--- src/rtl/rc_scheduler.sv ---
// Shares one icapi bitstream engine among NUM_REQ requesters: a descriptor table,
// round-robin grant, start/done handshake with timeout, and per-requester ack/err.
module rc_scheduler #(
  parameter int NUM_REQ = 4,
  parameter int MID_W   = 4,
  parameter int TIMEOUT = 65536
) (
  input  logic                     clk,
  input  logic                     rst,
  input  logic [NUM_REQ-1:0]       req,
  input  logic [NUM_REQ-1:0]       req_op,
  input  logic [NUM_REQ*MID_W-1:0] req_mid,
  output logic [NUM_REQ-1:0]       ack,
  output logic                     err,
  output logic                     busy,
  output logic                     fault,
  input  logic                     tbl_we,
  input  logic [MID_W-1:0]         tbl_waddr,
  input  logic [31:0]              tbl_baddr,
  input  logic [31:0]              tbl_bsize,
  output logic                     rc_start,
  output logic                     rc_bop,
  output logic [31:0]              rc_baddr,
  output logic [31:0]              rc_bsize,
  input  logic                     rc_done
);

  localparam int IDX_W = (NUM_REQ > 1) ? $clog2(NUM_REQ) : 1;
  localparam int DEPTH = 2 ** MID_W;
  localparam int CNT_W = $clog2(TIMEOUT + 2) + 1;
  localparam logic [CNT_W-1:0] TO_LAST = (TIMEOUT == 0) ? CNT_W'(0) : CNT_W'(TIMEOUT - 1);

  typedef enum logic [2:0] {
    S_IDLE, S_LOOKUP, S_START, S_WAIT, S_ACK, S_FAULT
  } state_e;

  state_e               state_q;
  logic [IDX_W-1:0]     rr_q;
  logic [IDX_W-1:0]     gnt_q;
  logic                 op_q;
  logic [MID_W-1:0]     mid_q;
  logic [CNT_W-1:0]     cnt_q;
  logic [NUM_REQ-1:0]   ack_q;
  logic                 err_q;
  logic                 busy_q;
  logic                 fault_q;
  logic                 rc_start_q;
  logic                 rc_bop_q;
  logic [31:0]          rc_baddr_q;
  logic [31:0]          rc_bsize_q;

  logic [31:0]          tbl_baddr_q [DEPTH];
  logic [31:0]          tbl_bsize_q [DEPTH];

  logic [IDX_W-1:0]     gnt_d;
  logic                 found_d;
  int                   arb_idx;

  // Descriptor table: writable in every state; LOOKUP reads the pre-write value.
  always_ff @(posedge clk) begin
    if (rst) begin
      for (int i = 0; i < DEPTH; i++) begin
        tbl_baddr_q[i] <= '0;
        tbl_bsize_q[i] <= '0;
      end
    end else if (tbl_we) begin
      tbl_baddr_q[tbl_waddr] <= tbl_baddr;
      tbl_bsize_q[tbl_waddr] <= tbl_bsize;
    end
  end

  // Round-robin search: first set req bit at or above rr_q, wrapping.
  always_comb begin
    gnt_d   = '0;
    found_d = 1'b0;
    arb_idx = 0;
    for (int k = 0; k < NUM_REQ; k++) begin
      arb_idx = int'(rr_q) + k;
      if (arb_idx >= NUM_REQ) arb_idx = arb_idx - NUM_REQ;
      if (!found_d && req[arb_idx]) begin
        found_d = 1'b1;
        gnt_d   = IDX_W'(arb_idx);
      end
    end
  end

  always_ff @(posedge clk) begin
    if (rst) begin
      state_q    <= S_IDLE;
      rr_q       <= '0;
      gnt_q      <= '0;
      op_q       <= 1'b0;
      mid_q      <= '0;
      cnt_q      <= '0;
      ack_q      <= '0;
      err_q      <= 1'b0;
      busy_q     <= 1'b0;
      fault_q    <= 1'b0;
      rc_start_q <= 1'b0;
      rc_bop_q   <= 1'b0;
      rc_baddr_q <= '0;
      rc_bsize_q <= '0;
    end else begin
      case (state_q)
        S_IDLE: begin
          if (found_d) begin
            gnt_q   <= gnt_d;
            op_q    <= req_op[gnt_d];
            mid_q   <= req_mid[gnt_d*MID_W +: MID_W];
            busy_q  <= 1'b1;
            state_q <= S_LOOKUP;
          end
        end
        S_LOOKUP: begin
          rc_baddr_q <= tbl_baddr_q[mid_q];
          rc_bsize_q <= tbl_bsize_q[mid_q];
          rc_bop_q   <= op_q;
          if (tbl_bsize_q[mid_q] == '0) begin
            ack_q   <= NUM_REQ'(1) << gnt_q;
            err_q   <= 1'b1;
            state_q <= S_ACK;
          end else begin
            rc_start_q <= 1'b1;
            state_q    <= S_START;
          end
        end
        S_START: begin
          // The START cycle counts as the first waited cycle, so the
          // timeout ack lands exactly TIMEOUT cycles after rc_start.
          rc_start_q <= 1'b0;
          cnt_q      <= CNT_W'(1);
          state_q    <= S_WAIT;
        end
        S_WAIT: begin
          cnt_q <= cnt_q + CNT_W'(1);
          if (rc_done) begin
            ack_q   <= NUM_REQ'(1) << gnt_q;
            err_q   <= 1'b0;
            state_q <= S_ACK;
          end else if (TIMEOUT != 0 && cnt_q >= TO_LAST) begin
            ack_q   <= NUM_REQ'(1) << gnt_q;
            err_q   <= 1'b1;
            fault_q <= 1'b1;
            state_q <= S_ACK;
          end
        end
        S_ACK: begin
          ack_q <= '0;
          err_q <= 1'b0;
          rr_q  <= (gnt_q == IDX_W'(NUM_REQ - 1)) ? '0 : gnt_q + IDX_W'(1);
          if (fault_q) begin
            state_q <= S_FAULT;
          end else begin
            busy_q  <= 1'b0;
            state_q <= S_IDLE;
          end
        end
        S_FAULT: begin
          state_q <= S_FAULT;
        end
        default: begin
          busy_q  <= 1'b0;
          state_q <= S_IDLE;
        end
      endcase
    end
  end

  assign ack      = ack_q;
  assign err      = err_q;
  assign busy     = busy_q;
  assign fault    = fault_q;
  assign rc_start = rc_start_q;
  assign rc_bop   = rc_bop_q;
  assign rc_baddr = rc_baddr_q;
  assign rc_bsize = rc_bsize_q;

endmodule

--- config.mk ---
export PLATFORM = sky130hd
export DESIGN_NAME = rc_scheduler
export DESIGN_NICKNAME = d
export VERILOG_FILES = /design/src/rtl/rc_scheduler.sv
export SDC_FILE = /design/constraint.sdc
export NUM_CORES = 2
export LEC_CHECK = 0
export ABC_AREA = 0
export BUFFER_PORTS_ARGS = -buffer_cell sky130_fd_sc_hd__buf_2
export CAP_MARGIN = 20
export CORE_ASPECT_RATIO = 0.6
export CORE_MARGIN = 2
export CORE_UTILIZATION = 25
export DETAILED_ROUTE_END_ITERATION = 8
export GPL_TIMING_DRIVEN = 0
export PLACE_DENSITY = 0.36
export SYNTH_ARGS = -nofsm -noshare
export SYNTH_HDL_FRONTEND = slang
export SYNTH_SLANG_ARGS = --single-unit
--- constraint.sdc ---
create_clock -name clk -period 16.4 [get_ports clk]
set_input_delay 4.1 -clock clk [delete_from_list [all_inputs] [get_ports clk]]
set_output_delay 4.1 -clock clk [all_outputs]
set_load 0.03 [all_outputs]
Yosys cells after proc, flatten, opt, wreduce, memory -nomap -nowiden
Memory sizes are Yosys's and may differ from the RTL's. A register that Yosys moved wholly into a read port is not among the register bits.
Index checks and enable logic that the tools add are counted.
{"block": "totals", "ff_bits": 71, "ramBits": 1024, "out_inout_bits": 73, "word_cells": 129, "memories": 2}
{"block": "classes", "addsub": 9, "order_cmp": 10, "eq_ne": 11, "shifts": 2, "mux": 60, "n_bitwise": 2, "reduce_logical": 20}
{"memory": "tbl_baddr_q", "depth": 16, "word_bits": 32, "read_ports": 1, "rd_ports_with_merged_regs": 1, "wr": 16, "line": "52", "source": "logic [31:0] tbl_baddr_q [DEPTH];"}
{"memory": "tbl_bsize_q", "depth": 16, "word_bits": 32, "read_ports": 1, "rd_ports_with_merged_regs": 1, "wr": 16, "line": "53", "source": "logic [31:0] tbl_bsize_q [DEPTH];"}
{"cell": "$mux W32", "n": 6}
{"cell": "$lt A32 B4 Y1 const B", "n": 4}
{"cell": "$reduce_or A32 Y1", "n": 2}
{"cell": "$pmux W18 S2", "n": 1}
{"cell": "$logic_not A32 Y1", "n": 1}
{"cell": "$mux W4", "n": 7}
{"cell": "$mux W1", "n": 26}
{"cell": "$add A18 B1 Y18 const B", "n": 1}
{"cell": "$ge A18 B16 Y1 const B", "n": 1}
{"cell": "$pmux W3 S6", "n": 1}
{"cell": "$shiftx A16 B5 Y4", "n": 1}
{"cell": "$mux W3", "n": 5}
{"cell": "$pmux W4 S3", "n": 1}
{"cell": "$sub A3 B3 Y4 const B", "n": 3}
{"cell": "$bmux W1 S2", "n": 5}
{"cell": "$mux W2", "n": 5}
{"cell": "$ge A3 B3 Y1 const B", "n": 3}
{"cell": "$reduce_and A3 Y1", "n": 3}
{"cell": "$ne A2 B2 Y1 const B", "n": 4}
{"cell": "$add A2 B2 Y3 const B", "n": 2}
{"cell": "$eq A3 B2 Y1 const B", "n": 2}
{"cell": "$eq A3 B3 Y1 const B", "n": 2}
{"cell": "$pmux W1 S3", "n": 2}
{"cell": "$reduce_and A2 Y1", "n": 3}
{"cell": "17 further kinds", "n": 23}

Longest topological paths before layout
{"block": "depth", "depth_word": 18, "depth_mapped": 13}

Least setup slack after synthesis
OpenSTA, ideal clock, no wires.
{"block": "synth_path", "path_type": "input port to flip-flop", "from": "in rst", "to": "mem tbl_baddr_q[1][0] (enable)", "setup_time_ps": 575, "arrival_time_ps": 9476, "path_slack_ps": 6349, "path_stages": 6, "path_cell_list": "clkbuf_1 inv_1 nand2_1 or3_1 clkbuf_1 o21ai_0"}
{"item": "start: declaration", "line": "9", "source": "input logic rst,"}
{"item": "end: declaration", "line": "52"}

==> impl_metrics.py <==
metrics = {
    "die": {
        "die_area_sq_mm": 0.204,
        "ios": 169,
        "die_w_um": 581,
        "start_util": 0.251,
        "core_sq_mm": 0.199,
        "die_y_um": 350,
        "rows": 127,
    },
    "critical_path": {
        "critical_path.most_common_cell": "clkbuf_1",
        "setup.worst_path.start": "rst",
        "crit_family": "buffers and inverters",
        "cpPeakStageDelay_ns": 0.89,
        "crit_required_ns": 16.81,
        "crit_end": "tbl_baddr_q[0][25]",
        "path_cells": "clkbuf_1 > inv_1 > nand2_1 > or3_1 > clkbuf_1 > nor3_1 > clkbuf_1 > or2_4 > buf_12 > buf_16",
        "start_kind": "input port",
        "reg2reg_slack_ns": 10.42,
        "crit_buf_inv": 6,
        "crit_slowest_cell": "nor3_1",
        "worst-path-stages": 10,
        "reg2reg_depth": 11,
        "endpoint_kind": "flip-flop",
        "crit_type": "input port to flip-flop",
        "worstReg2RegEnd": "state_q[2]",
        "path_max_fanout": 31,
        "critPathArrivalTime_ns": 8.59,
    },
    "route": {
        "totalWireLength_um": 200000,
        "num_vias": 30400,
        "ant_nets": 0,
        "dr.pass1.iters": 5,
        "wl_per_cell_um": 30.8,
        "top_layer": "met5",
        "dr_wl_met3_um": 14400,
        "remaining_drc_errors": 0,
        "wl_met2_um": 77300,
        "drt-initial-drc-count": 3307,
        "wl_met1_um": 103000,
        "vias_per_cell": 4.69,
    },
    "clock_tree": {
        "tritoncts": "yes",
        "clock_sinks": 1131,
        "cts_resized": 0,
        "cts_buffer_depth": 3,
        "post_cts_buffers": 0,
        "cts_hold_buf": 0,
        "htreeDepth": 3,
        "insertion_delay_ns": 0.77,
        "cts_root_buf": "clkbuf_16",
        "cts_buffers": 119,
        "clk_pin_slew_worst_paths_ns": 0.06,
    },
    "synth": {
        "syn-cell-area_sq_mm": 0.0500,
        "syn_nets": 3417,
        "synth-edff-count": 1024,
        "async_flop_share": 0,
        "synth-seq-cells": 1131,
        "synthFlopType": "edfxtp_1",
        "synth_cells": 3316,
        "synth.avg_cell_area_sq_um": 15.1,
        "synth-seq-area-share": 0.658,
        "yosysWarnings": 0,
        "yosys.area.top_type_share": 0.615,
        "synth.mux.area_fraction": 0.134,
        "synth_top_area_cell": "edfxtp_1",
        "synth.area.top_cells": "edfxtp_1 62%, and2_1 13%, mux4_2 12%, dfxtp_1 4.3%, clkbuf_1 1.8%",
        "synth-xor-area-share": 0.000876,
        "synth_top_family_by_area": "simple AND/OR/NAND/NOR gates",
        "synth_fa_ha_area_frac": 0.00125,
        "synth_compound_area_frac": 0.0263,
        "synth-simple-area-share": 0.156,
        "synth_cell_type_count": 51,
    },
    "timing": {
        "rsz0062_at_grt": "no",
        "slew_violations": 0,
        "fin_worst_skew_ns": 0.0451,
        "finalSetupViolCount": 0,
        "tns_ns": 0,
        "fin_hold_ws_ns": 0.453,
        "worst_pin_slew_ns": 1.21,
        "relSlewSlack": 0.194,
        "finalCritPeriodShare": 0.499,
        "clock.fmax_mhz": 122,
        "final_hold_viol_count": 0,
        "min_period_ns": 8.18,
    },
    "cells_and_area": {
        "drive_gt1_frac": 0.203,
        "mostFrequentLayoutCell": "and2_1",
        "fin_util": 0.304,
        "fin_nets": 3820,
        "fin_cells": 6488,
        "synthToLayoutAreaGrowth_pct": 21.0,
        "mostFrequentLayoutCells": "1029 x and2_1, 1024 x edfxtp_1, 278 x clkbuf_1",
        "fillers": 19900,
    },
    "grt": {
        "overflow": 0,
        "grt_max_degree": 34,
        "grt_pass1_vias": 30100,
        "antenna_found_initial": 52,
        "grt.total_usage": 0.195,
        "grt_pass1_wl_um": 270000,
    },
    "place": {
        "placedCellCount": 6236,
        "dp_hpwl_um": 143000,
        "portBuffers": 167,
        "gp_congestion": 0.761,
    },
    "power": {
        "peakVddDrop_mv": 0.101,
        "power_density_mw_per_mm2": 118,
        "cellLeakagePower_nw": 20.5,
        "total_power_mw": 7.14,
    },
    "outcome": {
        "status": "complete, no violations",
    },
    "run": {
        "drv_cap": 0,
    },
    "worst_hold_path": {
        "worstHoldPathType": "flip-flop to flip-flop",
    },
}
==> worst reg2reg max path, cell delays in order (launching register included) <==
cell,delay (ns)
dfxtp_1,0.32
clkbuf_1,0.51
buf_2,0.50
buf_1,0.81
clkbuf_1,0.88
mux4_2,0.48
a22oi_1,0.49
o221ai_1,0.39
nor4_4,0.47
a41oi_2,0.35
o31a_1,0.35
a2111oi_2,0.31
==> through the flow <==
step	cell area (sq um)	setup slack [ns]
4_1_cts	60400	8.27
5_1_grt	60500	8.08
2_1_floorplan	50000	6.35
3_5_place_dp	56600	7.46
6_report	60500	8.22
3_3_place_gp	54100	-3.25
==> cells in the mapped netlist (2+ instances only) <==
| library cell | n |
|---|---|
| nand3_1 | 14 |
| nand4_1 | 5 |
| a22o_1 | 2 |
| a21oi_1 | 83 |
| a311oi_1 | 4 |
| nor3_1 | 27 |
| nand2b_1 | 5 |
| buf_4 | 7 |
| o22ai_1 | 3 |
| xnor2_1 | 2 |
| nor2_1 | 81 |
| buf_6 | 3 |
| xor2_1 | 3 |
| buf_2 | 9 |
| ha_1 | 5 |
| o21ai_0 | 34 |
| edfxtp_1 | 1024 |
| nand2_1 | 155 |
| nor2b_1 | 7 |
| a221oi_1 | 22 |
| or3_1 | 6 |
| clkbuf_1 | 244 |
| or4_1 | 4 |
| mux4_2 | 269 |
| and2_1 | 1029 |
| and3_1 | 3 |
| buf_1 | 16 |
| or2_2 | 4 |
| a22oi_1 | 45 |
| inv_1 | 9 |
| dfxtp_1 | 107 |
| mux2i_1 | 65 |
| o211a_1 | 2 |
==> report_power, final <==
group	internal [mW]	total [mW]	switching [mW]	leakage [nW]
logic	0.365	1.01	0.645	8.03
clock network	1.51	2.76	1.25	1.88
registers	3.31	3.37	0.0603	10.6
total	5.18	7.14	1.95	20.5
==> flip-flops by register name, indices dropped and copies added (netlist names), named ones only <==
register,cells
tbl_baddr_q,512
tbl_bsize_q,512
rc_baddr,32
rc_bsize,32
cnt_q,18
ack,4
mid_q,4
state_q,3
gnt_q,2
rr_q,2
busy,1
err,1
fault,1
op_q,1
rc_bop,1
rc_start,1
==> metal layers <==
layer,GRT usage,up-vias
li1,-,13000
met1,0.312,16000
met2,0.259,1143
met3,0.0427,229
met4,0.0485,6
met5,0,-
==> worst min-delay path by stage <==
stage / startpoint / to / slack [ns] / cells after the start
after floorplan: op_q / rc_bop / 0.43 / 2
after global placement: rc_baddr[16] / rc_baddr[16] / 0.44 / 2
after detailed placement: rc_baddr[16] / rc_baddr[16] / 0.45 / 2
after CTS: rc_baddr[16] / rc_baddr[16] / 0.45 / 2
after global routing: rc_bsize[8] / rc_bsize[8] / 0.47 / 2
final: rc_baddr[30] / rc_baddr[30] / 0.45 / 2
==> cell families (layout without fill, tap and decap cells) <==
logic type / count (synthesis) / in the layout
AO/OA/AOI/OAI: 206 / 206
XOR/XNOR: 5 / 5
adder cells (fa/ha/maj): 5 / 5
buffers and inverters: 289 / 797
flip-flops: 1131 / 1131
multiplexers: 334 / 334
other: 0 / 20
AND/OR/NAND/NOR: 1346 / 1346
==> layout make-up <==
class / count / area, sq um / share of cell area
multi-input combinational: 1896 / 16100 / 0.267
clock inverter: 56 / 483 / 0.00798
timing repair buffer: 282 / 3150 / 0.0521
buffer: 279 / 1110 / 0.0184
tap: 2644 / 3310 / 0.0547
inverter: 10 / 37.5 / 0.000620
clock buffer: 170 / 3340 / 0.0552
antenna: 20 / 50.0 / 0.000827
sequential: 1131 / 32900 / 0.544
Note: power is estimated with default switching activity, not from simulation.
